### src/rtl/fazyrv_opser_pkg.sv
// ============================================================================
// Module : fazyrv_opser_pkg
// Brief  : Shared types and helpers for the serial-ALU operand sequencer.
//          XLEN: datapath width. opser_state_t: sequencer state encoding.
//          chunks(): number of BWIDTH-bit chunks per XLEN word.
// Rev    : 1.0 - initial release
// ============================================================================
`default_nettype none

package fazyrv_opser_pkg;

  localparam int XLEN = 32;

  typedef enum logic [1:0] {
    IDLE = 2'd0,
    RUN  = 2'd1,
    DONE = 2'd2
  } opser_state_t;

  function automatic int chunks(input int bwidth);
    return XLEN / bwidth;
  endfunction

endpackage

`default_nettype wire

### src/rtl/fazyrv_opser_cnt.sv
// ============================================================================
// Module : fazyrv_opser_cnt
// Brief  : Chunk position counter for the operand sequencer. Counts 0..N-1
//          while enabled and wraps to 0 after the last chunk.
// Ports  : clk   - clock (rising edge)
//          rst   - synchronous active-high reset
//          clr   - synchronous clear (new operation accepted)
//          en    - advance one chunk
//          first - counter is at chunk 0
//          last  - counter is at chunk N-1
// Rev    : 1.0 - initial release
// ============================================================================
`default_nettype none

module fazyrv_opser_cnt #(
  parameter int N = 32
) (
  input  logic clk,
  input  logic rst,
  input  logic clr,
  input  logic en,
  output logic first,
  output logic last
);

  localparam int            CW       = (N > 1) ? $clog2(N) : 1;
  localparam logic [CW-1:0] LAST_VAL = CW'(N - 1);

  logic [CW-1:0] cnt;

  always_ff @(posedge clk) begin
    if (rst || clr) begin
      cnt <= '0;
    end else if (en) begin
      // Explicit wrap keeps the counter correct even if N is not a power of two.
      cnt <= (cnt == LAST_VAL) ? '0 : cnt + CW'(1);
    end
  end

  assign first = (cnt == '0);
  assign last  = (cnt == LAST_VAL);

endmodule

`default_nettype wire

### src/rtl/fazyrv_opser.sv
// ============================================================================
// Module : fazyrv_opser
// Brief  : Operand sequencer for the serial ALU. Loads two XLEN operands,
//          streams them LSB-first in BWIDTH-bit chunks with lsb/msb strobes,
//          reassembles the returned result chunks and latches the compare bit.
// Ports  : clk_i, rst_i        - clock, synchronous active-high reset
//          start_i, ready_o     - request / accept handshake
//          busy_o, done_o       - RUN state, one-cycle DONE pulse
//          op_a_i, op_b_i       - operands, sampled on accept
//          a_o, b_o             - current operand chunks to the ALU
//          lsb_o, msb_o         - chunk 0 / chunk N-1 strobes
//          res_i, cmp_i         - ALU result chunk and compare output
//          result_o, cmp_o      - assembled result and captured compare
//          stall_i              - RUN-state hold (FAZYRV_OPSER_STALL_EN only)
// Config : FAZYRV_OPSER_STALL_EN - adds stall_i
// Rev    : 1.0 - initial release
// ============================================================================
`default_nettype none

module fazyrv_opser
  import fazyrv_opser_pkg::*;
#(
  parameter int BWIDTH = 1
) (
  input  logic              clk_i,
  input  logic              rst_i,
`ifdef FAZYRV_OPSER_STALL_EN
  input  logic              stall_i,
`endif
  input  logic              start_i,
  input  logic [XLEN-1:0]   op_a_i,
  input  logic [XLEN-1:0]   op_b_i,
  output logic              ready_o,
  output logic              busy_o,
  output logic              done_o,
  output logic [BWIDTH-1:0] a_o,
  output logic [BWIDTH-1:0] b_o,
  output logic              lsb_o,
  output logic              msb_o,
  input  logic [BWIDTH-1:0] res_i,
  input  logic              cmp_i,
  output logic [XLEN-1:0]   result_o,
  output logic              cmp_o
);

  localparam int N = chunks(BWIDTH);

  opser_state_t    state;
  logic [XLEN-1:0] sh_a;
  logic [XLEN-1:0] sh_b;
  logic [XLEN-1:0] result;
  logic            cmp;
  logic            stall;
  logic            accept;
  logic            step;
  logic            first;
  logic            last;

`ifdef FAZYRV_OPSER_STALL_EN
  assign stall = stall_i;
`else
  assign stall = 1'b0;
`endif

  assign ready_o = (state == IDLE) || (state == DONE);
  assign busy_o  = (state == RUN);
  assign done_o  = (state == DONE);
  assign accept  = start_i && ready_o;
  assign step    = busy_o && !stall;

  fazyrv_opser_cnt #(
    .N (N)
  ) u_cnt (
    .clk   (clk_i),
    .rst   (rst_i),
    .clr   (accept),
    .en    (step),
    .first (first),
    .last  (last)
  );

  always_ff @(posedge clk_i) begin
    if (rst_i) begin
      state  <= IDLE;
      sh_a   <= '0;
      sh_b   <= '0;
      result <= '0;
      cmp    <= 1'b0;
    end else begin
      case (state)
        IDLE, DONE: begin
          if (start_i) begin
            sh_a  <= op_a_i;
            sh_b  <= op_b_i;
            state <= RUN;
          end else begin
            state <= IDLE;
          end
        end
        RUN: begin
          if (!stall) begin
            sh_a   <= sh_a >> BWIDTH;
            sh_b   <= sh_b >> BWIDTH;
            // Result enters from the top so chunk 0 ends up in the LSBs after N steps.
            result <= {res_i, result[XLEN-1:BWIDTH]};
            if (last) begin
              cmp   <= cmp_i;
              state <= DONE;
            end
          end
        end
        default: state <= IDLE;
      endcase
    end
  end

  assign a_o      = sh_a[BWIDTH-1:0];
  assign b_o      = sh_b[BWIDTH-1:0];
  assign lsb_o    = busy_o && first;
  assign msb_o    = busy_o && last;
  assign result_o = result;
  assign cmp_o    = cmp;

endmodule

`default_nettype wire

### config.mk
export PLATFORM = sky130hd
export DESIGN_NAME = fazyrv_opser
export DESIGN_NICKNAME = d
export VERILOG_FILES = /design/src/rtl/fazyrv_opser_pkg.sv /design/src/rtl/fazyrv_opser_cnt.sv /design/src/rtl/fazyrv_opser.sv
export SDC_FILE = /design/constraint.sdc
export NUM_CORES = 1
export LEC_CHECK = 0
export ABC_AREA = 1
export ABC_CLOCK_PERIOD_IN_PS = 1500
export CORE_MARGIN = 10
export CORE_UTILIZATION = 51
export CTS_BUF_LIST = sky130_fd_sc_hd__clkbuf_16
export CTS_CLUSTER_SIZE = 25
export DETAILED_ROUTE_END_ITERATION = 12
export GPL_TIMING_DRIVEN = 0
export PLACE_DENSITY = 0.8
export SETUP_SLACK_MARGIN = 0.02
export SYNTH_ARGS = -nofsm -noshare
export SYNTH_HDL_FRONTEND = slang
export SYNTH_SLANG_ARGS = --single-unit
### constraint.sdc
create_clock -name clk_i -period 1.5 [get_ports clk_i]
set_input_delay 0.225 -clock clk_i [delete_from_list [all_inputs] [get_ports clk_i]]
set_output_delay 0.225 -clock clk_i [all_outputs]
set_load 0.01 [all_outputs]
* Yosys cells after proc, flatten, opt, wreduce, memory -nomap -nowiden
Index checks and enable logic that the tools add are counted.
W data, S select, Z words.
** Word-level totals
- Register bits :: 104
- Output and inout bits :: 40
- Word-level logic and storage cells :: 31
** Cells by class
- Add/subtract/negate cells :: 1
- Eq/ne operators :: 5
- Mux-type cells :: 8
- Reduce and logical (&&, ||, !) cells :: 11
** Operators by type and width (number)
- $pmux W32 S2 :: 2
- $mux W32 :: 2
- $add A5 B1 Y5 const B :: 1
- $eq A5 B5 Y1 const B :: 1
- $logic_not A5 Y1 :: 1
- $mux W5 :: 1
- $pmux W2 S2 :: 1
- $reduce_and A2 Y1 :: 2
- $logic_and A1 B1 Y1 :: 3
- $eq A2 B1 Y1 const B :: 1
- $eq A2 B2 Y1 const B :: 1
- $logic_not A2 Y1 :: 1
- $logic_or A1 B1 Y1 :: 2
- $mux W2 :: 1
- $ne A2 B1 Y1 const B :: 1
- $ne A2 B2 Y1 const B :: 1
- $reduce_bool A2 Y1 :: 1
- $reduce_or A2 Y1 :: 1
- $mux W1 :: 1

* Longest topological paths before layout
- Word-level depth :: 4
- Depth in mapped cells :: 9
- Depth with buffers taken out :: 9

* By module
Synthesis repeated with hierarchy kept, for this count alone.
** Second synthesis, totals
- Cells, all modules :: 809
- Area total of the unflattened synthesis :: 5167.5 um^2
** Modules (own cells, without submodules)
- fazyrv_opser :: times used 1, cells an instance 773, area an instance 4906.0 um^2, seq. area each 1981.9 um^2
- fazyrv_opser_cnt :: times used 1, cells an instance 36, area an instance 261.5 um^2, seq. area each 100.1 um^2

* Worst setup path before layout
OpenSTA, ideal clock, no wires.
- Kind :: flip-flop to flip-flop
- Start :: register u_cnt.cnt[1]
- End :: register cmp (netlist: cmp_o)
- Library setup time :: 0.116 ns
- Arrival :: 1.355 ns
- Required time :: 1.384 ns
- Slack :: 0.029 ns
- Cell stages (with the launch flop) :: 10
- Path buffers :: 0
- Period minus slack after synthesis :: 1.471 ns
- Path through :: dfxtp_1 -> ha_1 -> nand2_1 -> nor2_1 -> ha_1 -> inv_1 -> nor2_1 -> inv_1 -> nor2_1 -> nor2_1
** Between the ends
- Longest elaborated chain between the ends :: 2
** Ends and longest elaborated chain
- start, declared :: RTL line fazyrv_opser_cnt.sv:29 : logic [CW-1:0] cnt;
- start signal, assigned :: RTL line fazyrv_opser_cnt.sv:36 : cnt <= (cnt == LAST_VAL) ? '0 : cnt + CW'(1);
- $eq A5 B5 Y1 :: RTL line fazyrv_opser_cnt.sv:41 : assign last = (cnt == LAST_VAL);
- $reduce_and A2 Y1 (no line)
- end signal, assigned :: RTL line fazyrv_opser.sv:107 : cmp <= cmp_i;
- end, declared :: RTL line fazyrv_opser.sv:52 : logic cmp;
No other way between the ends.
A chain may end at the register's enable or synchronous reset.

* Worst setup path after layout
- Start :: register u_cnt.cnt[0]
- End :: output lsb_o
** Between the ends
- Longest elaborated chain between the ends :: 2
** Ends and longest elaborated chain
- $logic_not A5 Y1 :: RTL line fazyrv_opser_cnt.sv:40 : assign first = (cnt == '0);
- $logic_and A1 B1 Y1 :: RTL line fazyrv_opser.sv:119 : assign lsb_o = busy_o && first;
- end, declared :: RTL line fazyrv_opser.sv:38 : output logic lsb_o,
No other way between the ends.

==> out/results.ini <==
[status]
status=finished with violations
violations=setup timing

[synth]
ys_seq_area_share_pct=42.2
avgSynthCellArea_um2=6.14
ys_types=16
netlist_area_um2=4940
synth_area_leaders=dfxtp_1 42%, nand2_1 20%, nor2_1 10%, inv_1 10%, nor3_1 6.4%
ys_ff_latch=104
synth.top_cell.area_share_pct=42.2
synthCells=804
synth_fp_nets=877
synth_top_area_cell=dfxtp_1
synth_warnings=0

[sta]
rsz0062_at_grt=true
final.setup_skew_ns=0.0112
tightest_slew_ns=0.450
maxSlewViolCount=0
relSlewSlack_pct=70.0
hold_slack_ns=0.463
period_share_pct=112
setup_ws_ns=-0.181
finalHoldViolations=0
achievable-frequency_mhz=595
finalSetupViolCount=3
period_needed_ns=1.68

[route]
via_per_inst=4.71
met1Wirelength_mm=5.71
routed_wl_mm=13.2
dr.max_layer_used=met4
antenna_left=0
drt_iter0_markers=314
wl_met3_um=918
wl_met2_mm=6.41
wire_per_inst_um=12.4
dr_total_vias=5030
dr.pass1.iters=5
drc=0

[cts]
clk_pin_slew_ns=0.07
cts_root_buffer=clkbuf_16
ctsLongestPathBuffers=2
clock_sinks=104
clock_latency_ns=0.35
htree_levels=3
cts_tree=yes
cts_hold_buf=0
cts_inserted_buffers=9

[die]
die_w_um=118
initial_core_util_pct=52.9
ioPinCount=109
die_area_um2=14000
die_height_um=118
row_count=35
core_um2=9330

[critical_path]
path_class=reg -> out
path_cells=buf_4 > inv_2 > ha_4 > nand3_2 > nor3_4 > buf_6
critPathLaunchType=flip-flop
r2r_setup_slack_ns=-0.01
required_ns=1.27
crit_path_end_kind=output pin
worstPathMaxFanout=2
r2r-start=u_cnt.cnt[1]
rr_worst_depth=11
critical_path_arrival_ns=1.46
cpPeakStageDelay_ns=0.34
crit_slowest_cell=dfxtp_2
rr_endpoint=cmp_o

[finish]
num_antenna_cells=0
fin_nets=1006
final_area_um2=6700
area_growth_pct=35.7
utilization_pct=71.9
drive_gt1_share_pct=10.0

[pwr]
p_leak_nw=3.56
vdd_drop_max_mv=0.702
power.density_nw_per_um2=1060

[run]
cap_violations=0

[hold_path]
hp-class=in -> reg
min-delay-start=cmp_i
hold_depth=3
holdPathEnd=cmp_o

[global_route]
grt_max_degree=20
antenna_found_initial=0
grt_usage_pct=17.9
overflow=0
grt_pass1_vias=4689
grt_pass1_wl_mm=21.3

[placement]
place_hpwl_mm=9.14
routabilityCongestion=0.782
port_buffers=108
post_dp_cell_area_um2=6180

[Yosys cell counts]
library cell	number
clkbuf_1	9
nor2_4	1
inv_1	135
inv_2	3
buf_2	31
o21ai_1	2
o21ai_0	31
nor3_1	63
a21oi_1	7
dfxtp_1	104
nand2_1	269
ha_1	4
clkinv_1	1
buf_4	4
nor2_1	137
nand3_1	3
[where the power goes]
group	internal [mW]	switching (mW)	total, mW
registers	3.02	0.106	3.13
clock network	1.34	1.14	2.48
logic	0.642	0.850	1.49
[sequential cells by signal (all words and copies together), names as in the netlist]
register / count
result_o: 32
sh_a: 32
sh_b: 32
u_cnt.cnt: 5
state: 2
cmp_o: 1
[metal layers]
layer  global-route usage, %  vias to the layer above
li1                        -                     2614
met5                       0                        -
met4                    4.81                        0
met2                    30.7                      118
met1                    20.6                     2274
met3                    6.33                       24
[cell families after synthesis]
logic type               count (synthesis)  synth area share (%)
AND/OR/NAND/NOR                        473                  37.8
buffers and inverters                  183                  15.0
flip-flops                             104                  42.2
AO/OA/AOI/OAI                           40                  4.05
adder cells (fa/ha/maj)                  4                  1.01
[critical path, delay by kind of cell, from the launching register on]
kind | cells | cell delay (ns)
adder cells (fa/ha/maj) | 1 | 0.13
buffers and inverters | 3 | 0.35
flip-flops | 1 | 0.34
AND/OR/NAND/NOR | 2 | 0.28
[how the worst max path moves through the flow]
stage | endpoint | startpoint | cells past startpoint | slack, ns
6_report | lsb_o | u_cnt.cnt[0] | 6 | -0.18
5_1_grt | msb_o | u_cnt.cnt[1] | 7 | -0.22
4_1_cts | msb_o | u_cnt.cnt[1] | 7 | -0.19
3_5_place_dp | msb_o | u_cnt.cnt[1] | 7 | -0.57
3_3_place_gp | msb_o | u_cnt.cnt[1] | 7 | -0.51
2_1_floorplan | cmp_o | u_cnt.cnt[1] | 9 | 0.03
[final cells by class]
| cell class | count | area, um^2 |
|---|---|---|
| clock buffer | 9 | 225 |
| sequential | 104 | 2090 |
| fill | 816 | 2620 |
| multi-input combinational | 517 | 2210 |
| tap | 129 | 161 |
| buffer | 43 | 268 |
| clock inverter | 7 | 85.1 |
| inverter | 139 | 527 |
| timing repair buffer | 119 | 1130 |
[timing repair]
item,CTS,global route
pin swaps,4,7
gates resized for setup,71,42
endpoints found under the setup margin,68,68
setup buffers,9,2
[cells in the final DEF, fill, tap and decap left out, types with 5 or more instances in the layout]
| master | count |
|---|---|
| buf_6 | 5 |
| dfxtp_1 | 100 |
| buf_4 | 15 |
| nor2_1 | 134 |
| buf_2 | 19 |
| nor3_1 | 62 |
| clkbuf_1 | 6 |
| clkbuf_4 | 8 |
| dlygate4sd2_1 | 32 |
| o21ai_0 | 31 |
| inv_1 | 130 |
| nand2_1 | 268 |
| clkbuf_16 | 9 |
| clkdlybuf4s50_1 | 70 |
| inv_2 | 7 |
[per-stage QoR]
step           cells  power, mW  setup TNS, ns  worst slack (ns)
6_report        1067       7.10         -0.370            -0.181
5_1_grt         1067       7.48         -0.582            -0.223
4_1_cts         1065       7.13         -0.349            -0.188
3_5_place_dp    1041       4.68         -28.92            -0.575
3_3_place_gp    1041       4.62         -27.72            -0.511
2_1_floorplan    804       4.09              0            0.0289
Power figures use the tool's default switching activity.
